[config.mk]
export PLATFORM = sky130hd
export DESIGN_NAME = lms_sample_scheduler_flat
export DESIGN_NICKNAME = d
export VERILOG_FILES = /design/src/rtl/lms_sample_scheduler_if.sv /design/src/rtl/lms_sample_scheduler.sv /design/src/flat_wrapper.sv
export SDC_FILE = /design/constraint.sdc
export NUM_CORES = 1
export LEC_CHECK = 0
export BUFFER_PORTS_ARGS = -buffer_cell sky130_fd_sc_hd__buf_2
export CAP_MARGIN = 30
export CORE_MARGIN = 1
export CORE_UTILIZATION = 35
export CTS_CLUSTER_DIAMETER = 100
export DETAILED_ROUTE_END_ITERATION = 10
export PLACE_DENSITY_LB_ADDON = 0.1
export SLEW_MARGIN = 20
export SYNTH_ARGS = -nofsm -noshare
export SYNTH_HDL_FRONTEND = slang
export SYNTH_SLANG_ARGS = --single-unit
[constraint.sdc]
create_clock -name clk -period 2.7 [get_ports clk]
set_input_delay 0.54 -clock clk [delete_from_list [all_inputs] [get_ports clk]]
set_output_delay 0.54 -clock clk [all_outputs]
set_load 0.02 [all_outputs]
[src/rtl/lms_sample_scheduler_if.sv]
// lms_sample_scheduler_if: valid/ready handshake carrying (x, d) sample pairs
interface lms_sample_scheduler_if #(parameter int W = 16);
  logic in_valid;
  logic in_ready;
  logic signed [W-1:0] x_in;
  logic signed [W-1:0] d_in;
  modport master(output in_valid, x_in, d_in, input in_ready);
  modport slave(input in_valid, x_in, d_in, output in_ready);
endinterface

[src/rtl/lms_sample_scheduler.sv]
// lms_sample_scheduler: per-sample sequencing, step-size gearing and divergence recovery for an LMS datapath
module lms_sample_scheduler #(
  parameter int W = 16,
  parameter int PERIOD = 8,
  parameter int LAT = 3,
  parameter int U_FAST = 4,
  parameter int U_SLOW = 6,
  parameter int GEAR_LEN = 1024,
  parameter int ERR_LIMIT = 24000,
  parameter int ERR_RUN = 4
) (
  input  logic clk,
  input  logic rst,
  lms_sample_scheduler_if.slave smp,
  input  logic freeze,
  input  logic clr_diverge,
  output logic signed [W-1:0] lms_xin,
  output logic signed [W-1:0] lms_din,
  output logic [3:0] lms_u,
  output logic lms_ce,
  output logic lms_update,
  output logic lms_clr,
  input  logic signed [W-1:0] lms_yout,
  input  logic signed [W-1:0] lms_err,
  output logic out_valid,
  output logic signed [W-1:0] out_y,
  output logic signed [W-1:0] out_err,
  output logic diverge,
  output logic gear
);
  localparam int SW = $clog2(PERIOD + 1);
  localparam int CW = $clog2(GEAR_LEN + 1);
  localparam int RW = $clog2(ERR_RUN + 1);
  typedef enum logic [2:0] {IDLE, LOAD, WAIT, CAPT, HOLD} st_t;
  st_t r_st, w_nxt;
  logic [SW-1:0] r_slot;
  logic [CW-1:0] r_cnt;
  logic [RW-1:0] r_run;
  logic [RW-1:0] w_run1;
  logic [3:0] r_u;
  logic r_clr_pend, r_div;
  logic signed [W-1:0] r_xin, r_din, r_y, r_err, w_abs;
  logic w_acc, w_over, w_trip;
  assign smp.in_ready = (r_st == IDLE) && !r_clr_pend;
  assign lms_clr = (r_st == IDLE) && r_clr_pend;
  assign lms_ce = (r_st == LOAD);
  assign lms_update = (r_st == LOAD) && !freeze;
  assign out_valid = (r_st == HOLD) && (r_slot == SW'(LAT + 2));
  assign lms_xin = r_xin;
  assign lms_din = r_din;
  assign lms_u = r_u;
  assign out_y = r_y;
  assign out_err = r_err;
  assign diverge = r_div;
  assign gear = (r_cnt == CW'(GEAR_LEN));
  assign w_acc = smp.in_valid && smp.in_ready;
  // the most negative code has no positive twin, so it clamps to the largest positive value
  assign w_abs = (lms_err == {1'b1, {(W-1){1'b0}}}) ? {1'b0, {(W-1){1'b1}}} :
                 (lms_err[W-1] ? -lms_err : lms_err);
  assign w_over = int'(w_abs) > ERR_LIMIT;
  assign w_run1 = r_run + 1'b1;
  assign w_trip = w_over && (w_run1 == RW'(ERR_RUN));
  always_ff @(posedge clk)
    if (rst) r_st <= IDLE;
    else r_st <= w_nxt;
  always_comb begin
    w_nxt = r_st;
    unique case (r_st)
      IDLE: w_nxt = w_acc ? LOAD : IDLE;
      LOAD: w_nxt = (LAT == 1) ? CAPT : WAIT;
      WAIT: w_nxt = (r_slot == SW'(LAT)) ? CAPT : WAIT;
      CAPT: w_nxt = HOLD;
      HOLD: w_nxt = (r_slot == SW'(PERIOD - 1)) ? IDLE : HOLD;
      default: w_nxt = IDLE;
    endcase
  end
  always_ff @(posedge clk) begin
    if (rst) begin
      r_slot <= '0;
      r_cnt <= '0;
      r_run <= '0;
      r_u <= 4'(U_FAST);
      r_clr_pend <= 1'b0;
      r_div <= 1'b0;
      r_xin <= '0;
      r_din <= '0;
      r_y <= '0;
      r_err <= '0;
    end else begin
      if (w_acc) begin
        r_xin <= smp.x_in;
        r_din <= smp.d_in;
        r_u <= gear ? 4'(U_SLOW) : 4'(U_FAST);
      end
      r_slot <= w_acc ? SW'(1) : ((r_st != IDLE) ? r_slot + 1'b1 : r_slot);
      if (lms_clr) r_clr_pend <= 1'b0;
      if (lms_ce && !gear) r_cnt <= r_cnt + 1'b1;
      if (r_st == CAPT) begin
        r_y <= lms_yout;
        r_err <= lms_err;
        r_run <= (w_over && !w_trip) ? w_run1 : '0;
        if (w_trip) begin
          r_cnt <= '0;
          r_clr_pend <= 1'b1;
        end
      end
      r_div <= ((r_st == CAPT) && w_trip) || (r_div && !clr_diverge);
    end
  end
endmodule

[src/flat_wrapper.sv]
// flat-port wrapper written by rule: the top's interface ports become plain ports
module lms_sample_scheduler_flat 
#(
  parameter int W = 16,
  parameter int PERIOD = 8,
  parameter int LAT = 3,
  parameter int U_FAST = 4,
  parameter int U_SLOW = 6,
  parameter int GEAR_LEN = 1024,
  parameter int ERR_LIMIT = 24000,
  parameter int ERR_RUN = 4
)
  (clk, rst, freeze, clr_diverge, lms_xin, lms_din, lms_u, lms_ce, lms_update, lms_clr, lms_yout, lms_err, out_valid, out_y, out_err, diverge, gear, smp_in_valid, smp_x_in, smp_d_in, smp_in_ready);
  lms_sample_scheduler_if #(.W(W)) smp_i ();
  input  logic clk;
  input  logic rst;
  input  logic freeze;
  input  logic clr_diverge;
  output logic signed [W-1:0] lms_xin;
  output logic signed [W-1:0] lms_din;
  output logic [3:0] lms_u;
  output logic lms_ce;
  output logic lms_update;
  output logic lms_clr;
  input  logic signed [W-1:0] lms_yout;
  input  logic signed [W-1:0] lms_err;
  output logic out_valid;
  output logic signed [W-1:0] out_y;
  output logic signed [W-1:0] out_err;
  output logic diverge;
  output logic gear;
  input wire logic [$bits(smp_i.in_valid)-1:0] smp_in_valid;
  input wire logic [$bits(smp_i.x_in)-1:0] smp_x_in;
  input wire logic [$bits(smp_i.d_in)-1:0] smp_d_in;
  output wire logic [$bits(smp_i.in_ready)-1:0] smp_in_ready;
  assign smp_i.in_valid = smp_in_valid;
  assign smp_i.x_in = smp_x_in;
  assign smp_i.d_in = smp_d_in;
  assign smp_in_ready = smp_i.in_ready;
  lms_sample_scheduler #(.W(W), .PERIOD(PERIOD), .LAT(LAT), .U_FAST(U_FAST), .U_SLOW(U_SLOW), .GEAR_LEN(GEAR_LEN), .ERR_LIMIT(ERR_LIMIT), .ERR_RUN(ERR_RUN)) u_core (.clk(clk), .rst(rst), .smp(smp_i), .freeze(freeze), .clr_diverge(clr_diverge), .lms_xin(lms_xin), .lms_din(lms_din), .lms_u(lms_u), .lms_ce(lms_ce), .lms_update(lms_update), .lms_clr(lms_clr), .lms_yout(lms_yout), .lms_err(lms_err), .out_valid(out_valid), .out_y(out_y), .out_err(out_err), .diverge(diverge), .gear(gear));
endmodule
==> results of run 1 <==
[what timing repair did]
item / in CTS / in global routing
gates resized for setup: 0 / 1
setup endpoints to repair: 0 / 12
buffers inserted: 0 / 0
[registers in the layout, indices dropped and copies added (netlist names)]
register           count
u_core.r_run           3
u_core.r_slot          4
u_core.out_err        16
u_core.diverge         1
u_core.r_clr_pend      1
u_core.lms_xin        16
u_core.r_cnt          11
u_core.out_y          16
u_core.lms_din        16
u_core.lms_u           1
u_core.r_st            3
[worst min-delay path by stage]
stage,startpoint,to,slack (ns)
floorplan,u_core.r_run[2],u_core.r_run[2],0.44
global placement,u_core.lms_din[1],u_core.lms_din[1],0.44
detailed placement,u_core.out_err[7],u_core.out_err[7],0.44
CTS,smp_x_in[11],u_core.lms_xin[11],0.40
global route,smp_x_in[6],u_core.lms_xin[6],0.40
finish,smp_x_in[0],u_core.lms_xin[0],0.42
[routing by layer]
layer	vias to the layer above	part of all wire [%]	GRT usage, %
met3	7	5.0	4.28
li1	1959	-	-
met1	1747	45	20.7
met2	75	49	29.0
met5	-	0	0
met4	0	0.90	4.79
[area by class of cell]
type,count,share of cell area (%)
Clock buffer,10,2.44
Clock inverter,5,2.04
Inverter,13,0.934
Multi-Input combinational cell,355,37.9
Sequential cell,88,33.7
Tap cell,140,3.35
Timing Repair Buffer,179,19.5
[cells in the mapped netlist (2+ instances only)]
master     instances
nand2_1          142
dfxtp_1           88
a21oi_1           69
clkbuf_1          23
nor2_1            16
inv_1             12
nor3_1            11
nor3_2            11
xnor2_1            8
ha_1               7
nand3_1            7
nand4_1            7
xor2_1             7
buf_2              6
nand2b_1           5
nor4_1             4
nor4b_1            4
a2111oi_0          3
a32o_1             3
and3_1             3
buf_4              3
mux2i_1            3
nor2b_1            3
o21a_1             3
o21ai_1            3
a31oi_1            2
and4b_1            2
buf_6              2
conb_1             2
nand3b_1           2
o21ai_0            2
[through the flow]
step                      hold slack [ns]  power (mW)
after floorplan                     0.442        1.71
after global placement              0.438        1.90
after detailed placement            0.443        1.90
after CTS                           0.400        2.99
after global routing                0.398        3.10
final                               0.419        2.94
[worst max-delay path: stages]
cell,delay [ns]
buf_2,0.12
inv_1,0.06
ha_1,0.17
or3b_1,0.38
buf_4,0.15
o41ai_2,0.20
o21ai_1,0.11
a2111oi_0,0.34
and4b_1,0.30
a211oi_4,0.10
buf_12,0.16
nor3_2,0.14
[power breakdown]
part	leakage (nW)	internal (mW)	switching, mW
clock network	0.113	0.612	0.461
registers	0.715	1.36	0.0372
logic	1.45	0.184	0.289
[kinds of logic after synthesis]
group	count (synthesis)	synth area share [%]
flops	88	44.7
compound gates	96	14.3
simple gates	231	29.2
fa+ha+maj	7	2.22
xor+xnor	15	3.33
other cells	2	0.190
buf+inv	47	5.33
mux	3	0.762
==> flow_metrics.env, run 1 <==
export IMPL_num_rows=38
export IMPL_most_common_layout_cells="nand2_1, buf_2, dfxtp_1"
export IMPL_ff2ff_path_depth=6
export IMPL_outcome="completed"
export IMPL_drc=0
export IMPL_p_leak_nw=2.28
export IMPL_grt_pass1_wl_um=15700
export IMPL_irDropWorstVdd_mv=0.291
export IMPL_r2r_start="u_core.r_st[2]"
export IMPL_hold_path_class="input pin to flop"
export IMPL_drt_pass1_iter_count=4
export IMPL_die_y_um=108
export IMPL_synth_cell_types=57
export IMPL_routabilityCongestion=0.813
export IMPL_setup_ws_ns=0.199
export IMPL_gr_usage_all_layers_pct=16.9
export IMPL_seq_area_mm2=0.00176
export IMPL_hpwlAfterDp_um=7210
export IMPL_die_w_um=108
export IMPL_synth_seq_cells=88
export IMPL_htree_levels=3
export IMPL_ys_flop_type="dfxtp_1"
export IMPL_portBuffers=140
export IMPL_hold_viol=0
export IMPL_cts_buffers_inserted=9
export IMPL_start_kind="input pin"
export IMPL_avgRoutedWirePerCell_um=12.4
export IMPL_r2r_setup_slack_ns=0.62
export IMPL_grt_antenna_before_repair=0
export IMPL_critPathLaunch="lms_err[0]"
export IMPL_crit_path_end_kind="flop"
export IMPL_worst_pin_slew_ns=0.789
export IMPL_drive_gt1_share_pct=32.8
export IMPL_vias=3788
export IMPL_cts_num_sinks=88
export IMPL_cts_tree="yes"
export IMPL_coreArea_mm2=0.0109
export IMPL_syn_area_per_cell_um2=8.06
export IMPL_rsz0062_at_grt="false"
export IMPL_fillers=1116
export IMPL_period_minus_slack_ns=2.50
export IMPL_cp_arrival_ns=2.77
export IMPL_synth_edf_count=0
export IMPL_placed_cells=775
export IMPL_gr_total_overflow=0
export IMPL_area_growth_synth_to_final_pct=32.5
export IMPL_fmax_ghz=0.400
export IMPL_yosysWarnings=0
export IMPL_initial_core_util_pct=36.2
export IMPL_relSlewSlack_pct=47.2
export IMPL_drt_iter0_markers=154
export IMPL_hold_depth=3
export IMPL_vias_per_cell=4.79
export IMPL_cts_hold_buf=0
export IMPL_timing_rr_end="u_core.lms_din[0]"
export IMPL_final_common_cell="nand2_1"
export IMPL_wirelength_um=9810
export IMPL_clk_pin_slew_worst_paths_ns=0.09
export IMPL_netlist_area_mm2=0.00394
export IMPL_ios=144
export IMPL_die_area_mm2=0.0117
export IMPL_clk_latency_ns=0.34
export IMPL_grt_max_degree=35
export IMPL_synthArstFlopShare_pct=0
export IMPL_yosys_area_top_type_share_pct=44.7
export IMPL_design_area_mm2=0.00522
export IMPL_ys_seq_area_share_pct=44.7
export IMPL_fin_util_pct=48.0
export IMPL_crit_path_end="u_core.r_cnt[7]"
export IMPL_grt_pass1_vias=3504
export IMPL_finClkSkew_ns=0.00901
export IMPL_netlist_instances=489
export IMPL_diodes=0
export IMPL_setup_viol=0
export IMPL_synth_area_top_cells="dfxtp_1, nand2_1, a21oi_1, nor3_2, ha_1"
export IMPL_finalSetupTns_ns=0
export IMPL_path_class="input pin to flop"
export IMPL_slew_viol_final=0
export IMPL_multiInputGateArea_mm2=0.00198
export IMPL_final_cells=790
export IMPL_nets=722
export IMPL_post_place_ws_ns=-0.331
export IMPL_yosysTopAreaCell="dfxtp_1"
export IMPL_antenna_left=0
export IMPL_maxCapViolations=0
export IMPL_crit_fanout=6
export IMPL_cp_data_required_time_ns=2.97
export IMPL_cts_root_buffer="clkbuf_8"
export IMPL_dpl_cell_area_mm2=0.00498
export IMPL_power_density_mw_per_mm2=563
export IMPL_max_clock_path_buffers=2
export IMPL_fin_crit_sh_pct=92.6
No activity file was read; power rests on OpenSTA's default activity.
==> inputs of run 2 (changes only) <==
==> constraint.sdc (replaced) <==
create_clock -name clk -period 2.7 [get_ports clk]
set_input_delay 0.27 -clock clk [delete_from_list [all_inputs] [get_ports clk]]
set_output_delay 0.27 -clock clk [all_outputs]
set_load 0.02 [all_outputs]
==> flow_metrics.env, run 2 (synthesis results as in run 1) <==
export IMPL_placed_cells=750
export IMPL_drt_pass1_iter_count=4
export IMPL_coreArea_mm2=0.0109
export IMPL_ff2ff_path_depth=6
export IMPL_hold_path_class="input pin to flop"
export IMPL_finClkSkew_ns=0.0114
export IMPL_fin_crit_sh_pct=82.7
export IMPL_ios=144
export IMPL_drc=0
export IMPL_die_area_mm2=0.0117
export IMPL_pwr_share_clk_pct=34.0
export IMPL_initial_core_util_pct=36.2
export IMPL_cts_setup_buffers=0
export IMPL_irDropWorstVdd_mv=0.253
export IMPL_power_density_mw_per_mm2=561
export IMPL_vias_per_cell=4.89
export IMPL_outcome="completed"
export IMPL_final_common_cell="nand2_1"
export IMPL_cts_root_buffer="clkbuf_8"
export IMPL_gr_usage_all_layers_pct=17.2
export IMPL_path_delay_family="compound AO/OA/AOI/OAI gates"
export IMPL_setup_viol=0
export IMPL_cp_arrival_ns=2.49
export IMPL_r2r_setup_slack_ns=0.65
export IMPL_finalPower_mw=2.79
export IMPL_cts_tree="yes"
export IMPL_cts_hold_buf=0
export IMPL_grt_pass1_vias=3468
export IMPL_hold_depth=3
export IMPL_avgRoutedWirePerCell_um=12.7
export IMPL_slew_viol_final=0
export IMPL_p_leak_nw=2.15
export IMPL_grt_pass1_wl_um=15900
export IMPL_drive_gt1_share_pct=30.4
export IMPL_crit_path_end_kind="flop"
export IMPL_die_w_um=108
export IMPL_pwr_share_comb_pct=16.1
export IMPL_diodes=0
export IMPL_portBuffers=140
export IMPL_pwr_share_seq_pct=49.9
export IMPL_vias=3746
export IMPL_path_class="input pin to flop"
export IMPL_switching_share_pct=29.2
export IMPL_cts_num_sinks=88
export IMPL_most_common_layout_cells="nand2_1, buf_2, dfxtp_1"
export IMPL_hold_viol=0
export IMPL_cp_data_required_time_ns=2.96
export IMPL_finalSetupTns_ns=0
export IMPL_cp_num_buf_inv=3
export IMPL_switchingPower_mw=0.816
export IMPL_min_from="smp_d_in[14]"
export IMPL_routabilityCongestion=0.808
export IMPL_min_to="u_core.lms_din[14]"
export IMPL_r2r_start="u_core.r_st[2]"
export IMPL_fin_util_pct=45.8
export IMPL_cts_resized=0
export IMPL_gr_total_overflow=0
export IMPL_cts_buffers_inserted=9
export IMPL_nets=697
export IMPL_max_clock_path_buffers=2
export IMPL_drt_iter0_markers=149
export IMPL_maxCapViolations=0
export IMPL_htree_levels=3
export IMPL_p_int_mw=1.98
export IMPL_period_minus_slack_ns=2.23
export IMPL_slowest_delay_ns=0.45
export IMPL_start_kind="input pin"
export IMPL_clk_latency_ns=0.36
export IMPL_crit_fanout=13
export IMPL_final_cells=766
export IMPL_crit_cells=11
export IMPL_die_y_um=108
export IMPL_grt_antenna_before_repair=0
export IMPL_antenna_left=0
export IMPL_area_growth_synth_to_final_pct=26.4
export IMPL_timing_rr_end="u_core.lms_din[3]"
export IMPL_fmax_ghz=0.448
export IMPL_rsz0062_at_grt="false"
export IMPL_wirelength_um=9750
export IMPL_num_rows=38
export IMPL_crit_chain="buf_2 > inv_1 > ha_1 > nor3b_4 > a31oi_1 > nand4bb_1 > a2111oi_0 > and4b_1 > a211oi_2 > buf_12 > a22o_1"
export IMPL_clk_pin_slew_worst_paths_ns=0.09
export IMPL_hpwlAfterDp_um=7030
export IMPL_grt_max_degree=40
export IMPL_slowest_stage="a2111oi_0"
[run 2: worst max-delay path by stage]
| stage | endpoint | start | slack (ns) |
|---|---|---|---|
| global route | u_core.r_clr_pend | lms_err[1] | 0.16 |
| detailed placement | u_core.r_clr_pend | lms_err[1] | 0.09 |
| floorplan | u_core.r_cnt[1] | lms_err[0] | 0.48 |
| global placement | u_core.r_clr_pend | lms_err[0] | 0.18 |
| finish | u_core.r_clr_pend | lms_err[0] | 0.47 |
| CTS | u_core.r_clr_pend | lms_err[1] | 0.48 |
[run 2: per-stage QoR]
step / hold slack, ns / area [um2] / worst slack (ns)
global placement: 0.439 / 4780 / 0.177
CTS: 0.114 / 4980 / 0.481
detailed placement: 0.445 / 4780 / 0.0855
global route: 0.114 / 4980 / 0.158
floorplan: 0.406 / 3950 / 0.483
finish: 0.129 / 4980 / 0.466
[run 2: worst register-to-register path, delay by kind of cell (launching register included)]
kind / cells / cell delay (ns)
compound gates: 1 / 0.12
simple gates: 4 / 1.22
flops: 1 / 0.37
buf+inv: 1 / 0.28
[run 2: cell type report]
class	instances	area, um2
flip-flops and latches	88	1760
clock inverters	6	65.1
repair buffers	154	821
inverters	13	48.8
clock buffers	10	138
fillers	1132	5900
multi-input cells	355	1970
well taps	140	175
[run 2: power by group through the flow]
| stage | combinational, mW | clock, mW | sequential (mW) |
|---|---|---|---|
| 5_1_grt | 0.506 | 1.04 | 1.40 |
| 2_1_floorplan | 0.231 | 0 | 1.48 |
| 3_5_place_dp | 0.457 | 0 | 1.42 |
| 3_3_place_gp | 0.452 | 0 | 1.42 |
| 4_1_cts | 0.458 | 0.986 | 1.39 |
| 6_report | 0.450 | 0.951 | 1.39 |
[run 2: metal layers]
metal  GRT usage (%)  up-vias  share of wire [%]
met4            5.48        0                1.3
met1            20.7     1738                 45
met3            4.58       13                4.7
met5               0        -                  0
met2            29.8       86                 49
li1                -     1909                  -
==> inputs of run 3 (changes only) <==
Clock period 2.7 ns to 1.9 ns, I/O delays scaled along.
==> flow_metrics.env, run 3 (synthesis results as in run 1) <==
export IMPL_crit_path_end_kind="flop"
export IMPL_p_leak_nw=2.38
export IMPL_max_clock_path_buffers=2
export IMPL_cts_root_buffer="clkbuf_8"
export IMPL_ios=144
export IMPL_die_y_um=108
export IMPL_start_kind="input pin"
export IMPL_seq_area_mm2=0.00176
export IMPL_htree_levels=3
export IMPL_multiInputGateArea_mm2=0.00215
export IMPL_period_minus_slack_ns=1.96
export IMPL_die_area_mm2=0.0117
export IMPL_finClkSkew_ns=0.0102
export IMPL_avgRoutedWirePerCell_um=13.0
export IMPL_clk_pin_slew_worst_paths_ns=0.09
export IMPL_worst_pin_slew_ns=0.534
export IMPL_hold_path_class="input pin to flop"
export IMPL_crit_chain="buf_12 > inv_12 > ha_4 > nor3b_4 > nand4_1 > nor3_2 > o221a_2 > and4b_2 > a211oi_4 > buf_12 > buf_12 > nor3_4"
export IMPL_drt_iter0_markers=146
export IMPL_grt_max_degree=34
export IMPL_cp_data_required_time_ns=2.15
export IMPL_rsz0062_at_grt="true"
export IMPL_placed_cells=792
export IMPL_hold_viol=0
export IMPL_slowest_stage="nor3b_4"
export IMPL_num_rows=38
export IMPL_area_growth_synth_to_final_pct=41.5
export IMPL_final_common_cell="nand2_1"
export IMPL_hold_ws_ns=0.0501
export IMPL_routabilityCongestion=0.774
export IMPL_vias_per_cell=4.83
export IMPL_antenna_left=0
export IMPL_drive_gt1_share_pct=38.2
export IMPL_relSlewSlack_pct=64.1
export IMPL_outcome="finished, violations left"
export IMPL_setup_ws_ns=-0.0552
export IMPL_coreArea_mm2=0.0109
export IMPL_gr_total_overflow=0
export IMPL_fmax_ghz=0.511
export IMPL_crit_fanout=6
export IMPL_wirelength_um=10600
export IMPL_fillers=1090
export IMPL_most_common_layout_cells="nand2_1, buf_2, dfxtp_1"
export IMPL_path_class="input pin to flop"
export IMPL_diodes=0
export IMPL_drt_pass1_iter_count=4
export IMPL_irDropWorstVdd_mv=0.592
export IMPL_clk_latency_ns=0.36
export IMPL_cp_common_cell="buf_12"
export IMPL_nets=744
export IMPL_slew_viol_final=0
export IMPL_grt_pass1_wl_um=16700
export IMPL_grt_antenna_before_repair=0
export IMPL_slowest_delay_ns=0.28
export IMPL_maxCapViolations=0
export IMPL_portBuffers=140
export IMPL_drc=0
export IMPL_setup_viol=11
export IMPL_fin_crit_sh_pct=103
export IMPL_cts_num_sinks=88
export IMPL_die_w_um=108
export IMPL_cts_tree="yes"
export IMPL_initial_core_util_pct=36.2
export IMPL_grt_pass1_vias=3608
export IMPL_gr_usage_all_layers_pct=18.2
export IMPL_power_density_mw_per_mm2=729
export IMPL_cp_arrival_ns=2.21
export IMPL_final_cells=813
export IMPL_cts_buffers_inserted=9
export IMPL_hpwlAfterDp_um=7610
export IMPL_violations="setup timing"
export IMPL_vias=3924
-- run 3: worst max-delay path: cells and delay by family --
family / cells / cell delay, ns
adders and majority gates: 1 / 0.13
AOI/OAI and AO/OA: 2 / 0.49
buffers and inverters: 4 / 0.45
and+or+nand+nor: 5 / 0.96
-- run 3: final timing paths --
kind | start | to | slack, ns | depth (start not counted)
setup reg to reg | u_core.r_st[0] | u_core.r_cnt[6] | 0.08 | 7
hold / removal | smp_x_in[11] | u_core.lms_xin[11] | 0.05 | 3
hold reg to reg | u_core.out_y[1] | u_core.out_y[1] | 0.45 | 2
setup / recovery | lms_err[1] | u_core.r_cnt[6] | -0.06 | 12
-- run 3: cell type report --
class / instances / share of cell area (%)
clock buffers: 10 / 2.47
repair buffers: 201 / 21.9
flip-flops and latches: 88 / 31.6
multi-input cells: 355 / 38.5
inverters: 13 / 1.19
clock inverters: 6 / 1.23
well taps: 140 / 3.14
-- run 3: layer usage --
| metal | track usage, % | routed length [um] | up-vias |
|---|---|---|---|
| met4 | 5.77 | 174 | 0 |
| met5 | 0 | 0 | - |
| met1 | 20.6 | 4360 | 1820 |
| met2 | 32.3 | 5500 | 86 |
| li1 | - | - | 2001 |
| met3 | 5.79 | 525 | 17 |
-- run 3: what timing repair did --
action / in CTS / in global routing
gates resized for setup: 9 / 27
pin swaps: 6 / 8
hold buffers: 0 / 0
setup buffers: 3 / 4
endpoints found under the setup margin: 16 / 17
-- run 3: through the flow --
stage | setup WS (ns) | util, % | setup TNS (ns) | instance area (um2) | total power, mW
after detailed placement | -0.800 | 47.2 | -10.72 | 5140 | 2.75
final | -0.0552 | 51.2 | -0.360 | 5580 | 4.07
after CTS | -0.0152 | 49.6 | -0.0152 | 5400 | 4.11
after global routing | -0.169 | 51.2 | -1.74 | 5580 | 4.29
after global placement | -0.733 | 47.2 | -9.60 | 5140 | 2.74
after floorplan | -0.138 | - | -1.38 | 3990 | 2.44
-- run 3: report_power, final --
group	switching, mW	internal (mW)
clock	0.678	0.647
sequential	0.0440	1.93
combinational	0.455	0.314
total	1.18	2.89
